## src/rtl/traffic_mode_arbiter_if.sv

```systemverilog
// Handshake and status bundle between traffic_mode_arbiter and its neighbours.
// slave: arbiter side; master: sensor conditioning plus light sequencer side.
interface traffic_mode_arbiter_if #(
    parameter int NUM_PED = 2
);
    logic               time_sig;
    logic [NUM_PED-1:0] ped_press;
    logic               emg_sig;
    logic               mode_ack;
    logic [1:0]         mode;
    logic [1:0]         next_mode;
    logic               mode_req;
    logic               ped_waiting;
    logic [NUM_PED-1:0] ped_served;
    logic               dwell_done;

    modport slave (
        input  time_sig, ped_press, emg_sig, mode_ack,
        output mode, next_mode, mode_req,
        output ped_waiting, ped_served, dwell_done
    );

    modport master (
        output time_sig, ped_press, emg_sig, mode_ack,
        input  mode, next_mode, mode_req,
        input  ped_waiting, ped_served, dwell_done
    );
endinterface

```

## src/rtl/traffic_mode_arbiter.sv

```systemverilog
// Four-mode traffic arbiter: day/night/ped/emergency with dwell, emergency hold
// and req/ack commit. Optional macro TRAFFIC_MODE_DEBOUNCE_EN filters time_sig.
module traffic_mode_arbiter #(
    parameter int NUM_PED    = 2,
    parameter int CNT_W      = 8,
    parameter int MIN_DWELL  = 16,
    parameter int EMG_HOLD   = 8,
    parameter int DEB_CYCLES = 4
) (
    input  logic                  clk,
    input  logic                  rst,
    traffic_mode_arbiter_if.slave bus
);
    localparam logic [CNT_W-1:0] DWELL_MAX = CNT_W'(MIN_DWELL);
    localparam logic [CNT_W-1:0] HOLD_LOAD = CNT_W'(EMG_HOLD);

    typedef enum logic {ST_STABLE, ST_REQ} state_t;

    state_t             state_q, state_d;
    logic [1:0]         mode_q, mode_d;
    logic [1:0]         next_q, next_d;
    logic               req_q, req_d;
    logic [NUM_PED-1:0] latch_q, latch_d;
    logic [NUM_PED-1:0] served_q, served_d;
    logic [CNT_W-1:0]   dwell_q, dwell_d;
    logic [CNT_W-1:0]   hold_q, hold_d;
    logic               time_sel;
    logic               dwell_done;
    logic               commit;
    logic [1:0]         target;

`ifdef TRAFFIC_MODE_DEBOUNCE_EN
    localparam int DW = (DEB_CYCLES > 1) ? $clog2(DEB_CYCLES) : 1;
    localparam logic [DW-1:0] DEB_LAST = DW'(DEB_CYCLES - 1);

    logic          filt_q, filt_d;
    logic [DW-1:0] deb_q, deb_d;

    // Filtered time_sig flips after DEB_CYCLES consecutive disagreeing samples
    always_comb begin
        filt_d = filt_q;
        deb_d  = '0;
        if (bus.time_sig != filt_q) begin
            if (deb_q == DEB_LAST) begin
                filt_d = bus.time_sig;
            end else begin
                deb_d = deb_q + DW'(1);
            end
        end
    end

    // Debounce state; powers up assuming day
    always_ff @(posedge clk or negedge rst) begin
        if (!rst) begin
            filt_q <= 1'b1;
            deb_q  <= '0;
        end else begin
            filt_q <= filt_d;
            deb_q  <= deb_d;
        end
    end

    assign time_sel = filt_q;
`else
    logic unused_deb;
    assign unused_deb = (DEB_CYCLES == 0);
    assign time_sel   = bus.time_sig;
`endif

    assign dwell_done = (dwell_q == DWELL_MAX);
    assign commit     = (state_q == ST_REQ) && bus.mode_ack;

    // Desired mode: emergency, then pedestrians, then time of day
    always_comb begin
        target = 2'b01;
        if (bus.emg_sig || (hold_q != '0)) begin
            target = 2'b11;
        end else if (|latch_q) begin
            target = 2'b10;
        end else if (time_sel) begin
            target = 2'b00;
        end
    end

    // Latches, counters and request/commit sequencing
    always_comb begin
        state_d  = state_q;
        mode_d   = mode_q;
        next_d   = next_q;
        req_d    = req_q;
        served_d = '0;
        latch_d  = latch_q | bus.ped_press;

        if (bus.emg_sig) begin
            hold_d = HOLD_LOAD;
        end else if (hold_q != '0) begin
            hold_d = hold_q - CNT_W'(1);
        end else begin
            hold_d = '0;
        end

        if (commit) begin
            dwell_d = '0;
        end else if (!dwell_done) begin
            dwell_d = dwell_q + CNT_W'(1);
        end else begin
            dwell_d = dwell_q;
        end

        // A press landing in the serving cycle survives the clear
        if (commit && (next_q == 2'b10)) begin
            served_d = latch_q;
            latch_d  = bus.ped_press;
        end

        if (state_q == ST_STABLE) begin
            if ((target != mode_q) &&
                (dwell_done || (target == 2'b11))) begin
                next_d  = target;
                req_d   = 1'b1;
                state_d = ST_REQ;
            end
        end else begin
            if (bus.mode_ack) begin
                mode_d  = next_q;
                req_d   = 1'b0;
                state_d = ST_STABLE;
            end else if ((target == 2'b11) && (next_q != 2'b11)) begin
                next_d = 2'b11;
            end
        end
    end

    // Register all state; reset abandons any outstanding request
    always_ff @(posedge clk or negedge rst) begin
        if (!rst) begin
            state_q  <= ST_STABLE;
            mode_q   <= 2'b00;
            next_q   <= 2'b00;
            req_q    <= 1'b0;
            latch_q  <= '0;
            served_q <= '0;
            dwell_q  <= '0;
            hold_q   <= '0;
        end else begin
            state_q  <= state_d;
            mode_q   <= mode_d;
            next_q   <= next_d;
            req_q    <= req_d;
            latch_q  <= latch_d;
            served_q <= served_d;
            dwell_q  <= dwell_d;
            hold_q   <= hold_d;
        end
    end

    assign bus.mode        = mode_q;
    assign bus.next_mode   = next_q;
    assign bus.mode_req    = req_q;
    assign bus.ped_waiting = |latch_q;
    assign bus.ped_served  = served_q;
    assign bus.dwell_done  = dwell_done;
endmodule

```

## src/flat_wrapper.sv

```systemverilog
// flat-port wrapper written by rule: the top's interface ports become plain ports
module traffic_mode_arbiter_flat 
#(
    parameter int NUM_PED    = 2,
    parameter int CNT_W      = 8,
    parameter int MIN_DWELL  = 16,
    parameter int EMG_HOLD   = 8,
    parameter int DEB_CYCLES = 4
)
  (clk, rst, bus_time_sig, bus_ped_press, bus_emg_sig, bus_mode_ack, bus_mode, bus_next_mode, bus_mode_req, bus_ped_waiting, bus_ped_served, bus_dwell_done);
  traffic_mode_arbiter_if #(.NUM_PED(NUM_PED)) bus_i ();
  input  logic clk;
  input  logic rst;
  input wire logic [$bits(bus_i.time_sig)-1:0] bus_time_sig;
  input wire logic [$bits(bus_i.ped_press)-1:0] bus_ped_press;
  input wire logic [$bits(bus_i.emg_sig)-1:0] bus_emg_sig;
  input wire logic [$bits(bus_i.mode_ack)-1:0] bus_mode_ack;
  output wire logic [$bits(bus_i.mode)-1:0] bus_mode;
  output wire logic [$bits(bus_i.next_mode)-1:0] bus_next_mode;
  output wire logic [$bits(bus_i.mode_req)-1:0] bus_mode_req;
  output wire logic [$bits(bus_i.ped_waiting)-1:0] bus_ped_waiting;
  output wire logic [$bits(bus_i.ped_served)-1:0] bus_ped_served;
  output wire logic [$bits(bus_i.dwell_done)-1:0] bus_dwell_done;
  assign bus_i.time_sig = bus_time_sig;
  assign bus_i.ped_press = bus_ped_press;
  assign bus_i.emg_sig = bus_emg_sig;
  assign bus_i.mode_ack = bus_mode_ack;
  assign bus_mode = bus_i.mode;
  assign bus_next_mode = bus_i.next_mode;
  assign bus_mode_req = bus_i.mode_req;
  assign bus_ped_waiting = bus_i.ped_waiting;
  assign bus_ped_served = bus_i.ped_served;
  assign bus_dwell_done = bus_i.dwell_done;
  traffic_mode_arbiter #(.NUM_PED(NUM_PED), .CNT_W(CNT_W), .MIN_DWELL(MIN_DWELL), .EMG_HOLD(EMG_HOLD), .DEB_CYCLES(DEB_CYCLES)) u_core (.clk(clk), .rst(rst), .bus(bus_i));
endmodule
```

## config.mk

```make
export PLATFORM = sky130hd
export DESIGN_NAME = traffic_mode_arbiter_flat
export DESIGN_NICKNAME = d
export VERILOG_FILES = /design/src/rtl/traffic_mode_arbiter_if.sv /design/src/rtl/traffic_mode_arbiter.sv /design/src/flat_wrapper.sv
export SDC_FILE = /design/constraint.sdc
export NUM_CORES = 1
export LEC_CHECK = 0
export BUFFER_PORTS_ARGS = -buffer_cell sky130_fd_sc_hd__buf_2
export CORE_MARGIN = 2
export CORE_UTILIZATION = 60
export DETAILED_ROUTE_END_ITERATION = 6
export GPL_TIMING_DRIVEN = 1
export PLACE_DENSITY = 0.82
export SYNTH_ARGS = -nofsm -noshare
export SYNTH_HDL_FRONTEND = slang
export SYNTH_SLANG_ARGS = --single-unit
```

## constraint.sdc

```tcl
create_clock -name clk -period 3.75 [get_ports clk]
set_input_delay 0.1875 -clock clk [delete_from_list [all_inputs] [get_ports clk]]
set_output_delay 0.1875 -clock clk [all_outputs]
set_load 0.01 [all_outputs]
```

After elaboration in Yosys (flattened, before gate mapping)
Cells that the tools add are included.

Flip-flop bits (word level): 26. Bits of input ports: 7. Output and inout port bits: 9.

Add/subtract/negate cells: 2. Eq/ne operators: 9. Muxes and demuxes: 19. Bitwise logic cells: 1. Reduce and logical (&&, ||, !) cells: 12.

Operators by type and width (number): 8-bit two-way mux (4); 2-bit two-way mux (8); 2-bit != test, second input constant (5); 8-bit by 1-bit adder with 8-bit output, second input constant (1); 8-bit by 5-bit == test with 1-bit output, second input constant (1); 8-bit nonzero test (1); 8-bit by 1-bit subtractor with 8-bit output, second input constant (1); 1-bit two-way mux (7); 2-bit == test, second input constant (2); 1-bit logical AND (4); 2-bit AND reduction (2); 3-bit AND reduction (1); 1-bit logical OR (2); 2-bit != test (1); 2-bit bitwise OR (1); 2-bit nonzero test (1); 2-bit OR reduction (1).

Longest topological paths before layout
Depth after elaboration: 8. Gate-level depth with buffers: 7. Mapped depth without buffers: 7.

Worst setup path after synthesis
Ideal clock, no wire load.

Path type: register -> register. Start point: register u_core.hold_q[0]. End point: register u_core.next_q[0], in the netlist u_core.bus.next_mode[0]. Arrival time: 1.599 ns. Setup slack: 2.028 ns. Cell stages (with the launch flop): 8. Cell sequence: dfrtp_1 inv_1 ha_1 nor4b_4 nand2_2 or4_1 o21ai_1 a21oi_1.

Longest elaborated chain between the ends: 8. Elaborated cells between the ends (all ways): 13.

RTL lines: from (decl) (line traffic_mode_arbiter.sv:26) `logic [CNT_W-1:0] hold_q, hold_d;`; from (signal assigned) (line traffic_mode_arbiter.sv:153) `hold_q <= hold_d;`; 8-bit nonzero test (*) (line traffic_mode_arbiter.sv:76) `if (bus.emg_sig || (hold_q != '0)) begin`; 1-bit logical OR (*) (line traffic_mode_arbiter.sv:76); 2-bit two-way mux (*) (line traffic_mode_arbiter.sv:76); 2-bit == test (line traffic_mode_arbiter.sv:118, traffic_mode_arbiter.sv:128); 1-bit logical OR (line traffic_mode_arbiter.sv:118) `(dwell_done || (target == 2'b11))) begin`; 1-bit logical AND (line traffic_mode_arbiter.sv:117) `if ((target != mode_q) &&`; 2-bit nonzero test (no line); 3-bit AND reduction (no line); to (signal assigned) (line traffic_mode_arbiter.sv:148) `next_q <= next_d;`; to (decl) (line traffic_mode_arbiter.sv:21) `logic [1:0] next_q, next_d;`.

Every way passes the cells marked *; elsewhere a longest branch is shown, timed or not. The select of a mux whose other input is x is not followed. A chain may end at the register's enable or synchronous reset.

Final worst setup path
Start point: register u_core.hold_q[0]. End point: register u_core.req_q, in the netlist u_core.bus.mode_req.

Longest elaborated chain between the ends: 8. Elaborated cells between the ends (all ways): 9.

RTL lines: 8-bit nonzero test (*) (line traffic_mode_arbiter.sv:76); 1-bit logical OR (*) (line traffic_mode_arbiter.sv:76); 2-bit two-way mux (*) (line traffic_mode_arbiter.sv:76); 2-bit == test (line traffic_mode_arbiter.sv:118); 1-bit logical OR (line traffic_mode_arbiter.sv:118); 1-bit logical AND (*) (line traffic_mode_arbiter.sv:117); 2-bit nonzero test (no line) (*); 2-bit AND reduction (no line) (*); to (signal assigned) (line traffic_mode_arbiter.sv:149) `req_q <= req_d;`; to (decl) (line traffic_mode_arbiter.sv:22) `logic req_q, req_d;`.

Every way passes the cells marked *; elsewhere a longest branch is shown, timed or not.

==> results by stage <==
Place:
- The cell count after placement is around 170.
- Routability-driven placement finished with a final weighted congestion of roughly 0.86.
- The placed standard-cell area is 0.00143 mm2.
- Before CTS, the worst setup slack after placement is 1.83 ns.
- The detailed placer's ending HPWL is just under 2000 um.
- The count of buffers from port buffering is 15.

Logic synthesis:
- The count of flip-flops with a built-in enable after synthesis is 0.
- By count the netlist is led by sky130_fd_sc_hd__dfrtp_1, sky130_fd_sc_hd__nor2_1, sky130_fd_sc_hd__inv_1.
- After synthesis, the netlist uses 40 different library cells.
- The number of nets in the synthesized netlist is roughly 140.
- Of the post-synthesis cell area, the dominant cell type holds 0.490.
- Of all cell types, the one taking the most synthesized area is sky130_fd_sc_hd__dfrtp_1.
- The proportion of synthesized flip-flops having asynchronous set or reset is 1.00.
- By area the synthesized netlist is led by sky130_fd_sc_hd__dfrtp_1, sky130_fd_sc_hd__nor2_1, sky130_fd_sc_hd__xor2_1, sky130_fd_sc_hd__ha_1, sky130_fd_sc_hd__xnor2_1.
- The most common cell in the synthesized netlist is sky130_fd_sc_hd__dfrtp_1.
- The share of the Yosys chip area taken by registers is 0.490.
- The leading register cell type out of synthesis is sky130_fd_sc_hd__dfrtp_1.
- For this run, the number of Yosys warnings is 0.
- The number of synthesized register bits is 26.
- Counting every instance in the synthesized netlist gives approximately 130.
- The post-synthesis instance area is around 0.0013 mm2.
- The mean post-synth cell area is about 10 um2.

Global route:
- The via count of the first global-routing pass came to 969.
- The first global-routing pass estimated 4560 um of wire.
- The overflow left after global routing is 0.
- The largest net degree at the start of global routing is 27.
- The all-layer global routing usage is 0.241.
- The number of antenna violations at the first check in global routing is 0.

Clock tree:
- CTS built an H-tree with a depth of 1.
- The quantity of gates resized following cts is 0.
- In this run, CTS created clock tree buffers numbering 3.
- The number of sinks driven by the clock tree is 26.
- The count of hold buffers inserted by post-cts repair is 1.
- The later pin in the worst-skew pair is clocked with a latency of 0.33 ns.
- Buffers added to address setup during post-CTS repair amount to 0.
- The clock-pin transition on the worst setup and hold timing paths is 0.14 ns.
- The buffer cell driving the clock tree root is sky130_fd_sc_hd__clkbuf_4.
- TritonCTS built the clock tree.
- The clock passes through at most 2 buffers.

Floorplan:
- In this run the horizontal extent of the chip is between 50 and 60 um.
- The standard-cell row count is 17.
- The floorplan step defined a core boundary enclosing 0.00215 mm2.
- From bottom edge to top edge, the die measures about 50 um.
- For this configuration, the core starts out at a cell density of 0.618.
- The number of top-level pins is 16.
- The floorplan die area is around 0.0026 mm2.

Critical path:
- Counting both buffers and inverters, the worst setup path holds a total of 1.
- The critical path data required time is 3.94 ns.
- In this design, the largest share of critical-path delay is due to simple AND/OR/NAND/NOR gates.
- The highest cell delay on the worst timing path is 0.42 ns.
- The type of destination of the critical path is a register.
- The critical path is of the reg -> reg type.
- The signal on the critical path passes through inv_1 -> ha_1 -> nor4b_4 -> nand2_2 -> or3_1 -> o211ai_1 -> o21ai_0.
- Of all nets on the critical path, the largest fanout is 6.
- STA puts the critical path data arrival time at 2.14 ns.
- The slowest stage of the critical path belongs to the cell sky130_fd_sc_hd__dfrtp_1.
- STA classifies the critical path startpoint as a register.

Drt:
- Dividing the detail-routed wire length by the instance count gives 15.2 um.
- The detailed router finished its first iteration with 24 violations.
- Wires add up to between 2000 and 3000 um.
- The first detailed-routing pass ran for 4 iterations.
- Using the TritonRoute via totals, the vias-per-cell ratio works out to 5.67.
- In this run the remaining antenna-violating nets after routing total 0.
- The DRC violation count after routing is 0.
- The number of vias after detailed routing is 1015.

STA:
- Between clock sinks in the finished design, the worst skew comes to 0.0104 ns.
- The relative slew slack is 0.370.
- The number of hold violations in the final report came to 0.
- The worst path meets setup with 1.80 ns of slack.
- The transition time at the pin with the least slew margin is 0.942 ns.
- The clock period minus worst slack is 1.95 ns.
- Setup repair after global routing left no endpoint under its margin.
- The share of the clock period used by the worst path after layout is 0.520.
- For this run, the top clock speed supported by timing is just over 0.5 GHz.
- The aggregate negative setup slack is 0 ns.
- The max-slew violation total from the final report came to 0.
- The final-report setup violation count is 0.

Power and ir drop:
- Across the VDD grid, the largest voltage drop is between 0.4 and 0.5 mV.
- The share of total power dissipated in sequential elements is 0.476.
- The share of total power dissipated in combinational logic is 0.369.
- The leakage power is 0.000686 uW.
- For this design the total switching power over the nets is between 300 and 400 uW.
- The cell internal power dissipation is ~560 uW.
- Of the total power, the clock network draws 0.155.
- Of the total power, the share spent switching nets is 0.390.
- The areal power density over the cells is 620 mW/mm2.

Min path:
- The classification of the worst-slack hold path is in -> reg.

Finish:
- The layout cell share with drive strength beyond 1 is 0.205.
- Leaving out filler cells and counting taps, the final layout contains 179.
- The utilization after layout is 0.689.
- The antenna diode count is 0.
- The area growth from synthesis to final layout is 11.5%.
- The final layout contains ~160 nets.
- The final non-filler cell area is 0.00148 mm2.

Status:
- The run finished with clean final reports.

Flow run:
- The number of violations of the max-capacitance limit is 0.
## flip-flops by register name, summed over array words and instances (netlist names)
| name | flops |
|---|---|
| u_core.latch_q | 2 |
| u_core.dwell_q | 8 |
| u_core.bus.next_mode | 2 |
| u_core.hold_q | 8 |
| u_core.bus.mode | 2 |
| u_core.bus.ped_served | 2 |
| u_core.bus.mode_req | 1 |
| u_core.state_q | 1 |
## kinds of logic after synthesis
family                     count (synthesis)  share of synthesized area
buffers and inverters                     12                     0.0339
DFF                                       26                      0.490
adders and majority gates                  4                     0.0377
AOI/OAI and AO/OA                         22                      0.106
muxes                                      2                     0.0170
xor gates and xnor gates                  12                     0.0792
and+or+nand+nor                           54                      0.237
## power by group through the flow
stage	clock, uW	combinational [uW]	sequential, uW
floorplan	0	254	427
global placement	0	310	433
detailed placement	0	332	441
CTS	146	340	436
global route	152	376	450
finish	143	338	437
## path summary, 6_finish.rpt
check	from	end	slack [ns]	cells past startpoint
max	u_core.hold_q[0]	u_core.bus.mode_req	1.80	7
min	bus_ped_press[0]	u_core.latch_q[0]	0.02	2
max reg2reg	u_core.hold_q[0]	u_core.bus.mode_req	1.80	7
min reg2reg	u_core.hold_q[0]	u_core.hold_q[0]	0.47	1
max in group asynchronous	rst	u_core.hold_q[5]	2.99	2
min in group asynchronous	rst	u_core.dwell_q[5]	0.37	2
## cell usage in the layout, fill, tap and decap left out, drive strengths merged
| cell type | count |
|---|---|
| dfrtp | 26 |
| nor2 | 22 |
| buf | 15 |
| inv | 11 |
| xor2 | 7 |
| nand3 | 7 |
| a21oi | 6 |
| nand2 | 6 |
| xnor2 | 5 |
| o21ai | 5 |
| ha | 4 |
| clkbuf | 4 |
| a21o | 3 |
| or2 | 3 |
| nor4b | 3 |
| nand3b | 2 |
| mux2 | 2 |
| and3 | 2 |
| nor4 | 2 |
| or3 | 2 |
| nand2b | 1 |
| o31ai | 1 |
| nand4 | 1 |
| a2bb2oi | 1 |
| a31oi | 1 |
| o211ai | 1 |
| o31a | 1 |
| nor3 | 1 |
| a22oi | 1 |
| and2 | 1 |
| o22ai | 1 |
| a31o | 1 |
| or4 | 1 |
| dlygate4sd3 | 1 |
## routing by layer
layer  up-vias  share of wire  global-route usage
li1        490              -                   -
met5         -              0                   0
met3         5          0.042              0.0351
met4         0          0.018               0.117
met2        29           0.51               0.407
met1       491           0.43               0.301
## through the flow
stage / hold slack [ns] / power (uW)
floorplan: -0.108 / 680
CTS: 0.0216 / 921
finish: 0.0224 / 918
global placement: 0.208 / 742
detailed placement: 0.219 / 773
global route: 0.0245 / 978
## layout make-up
| class | instances | area (um2) |
|---|---|---|
| repair buffers | 16 | 85.1 |
| well taps | 28 | 35.0 |
| flip-flops and latches | 26 | 651 |
| multi-input cells | 94 | 632 |
| clock buffers | 4 | 36.3 |
| inverters | 11 | 41.3 |
| fillers | 175 | 668 |
Power figures use the tool's default switching activity.
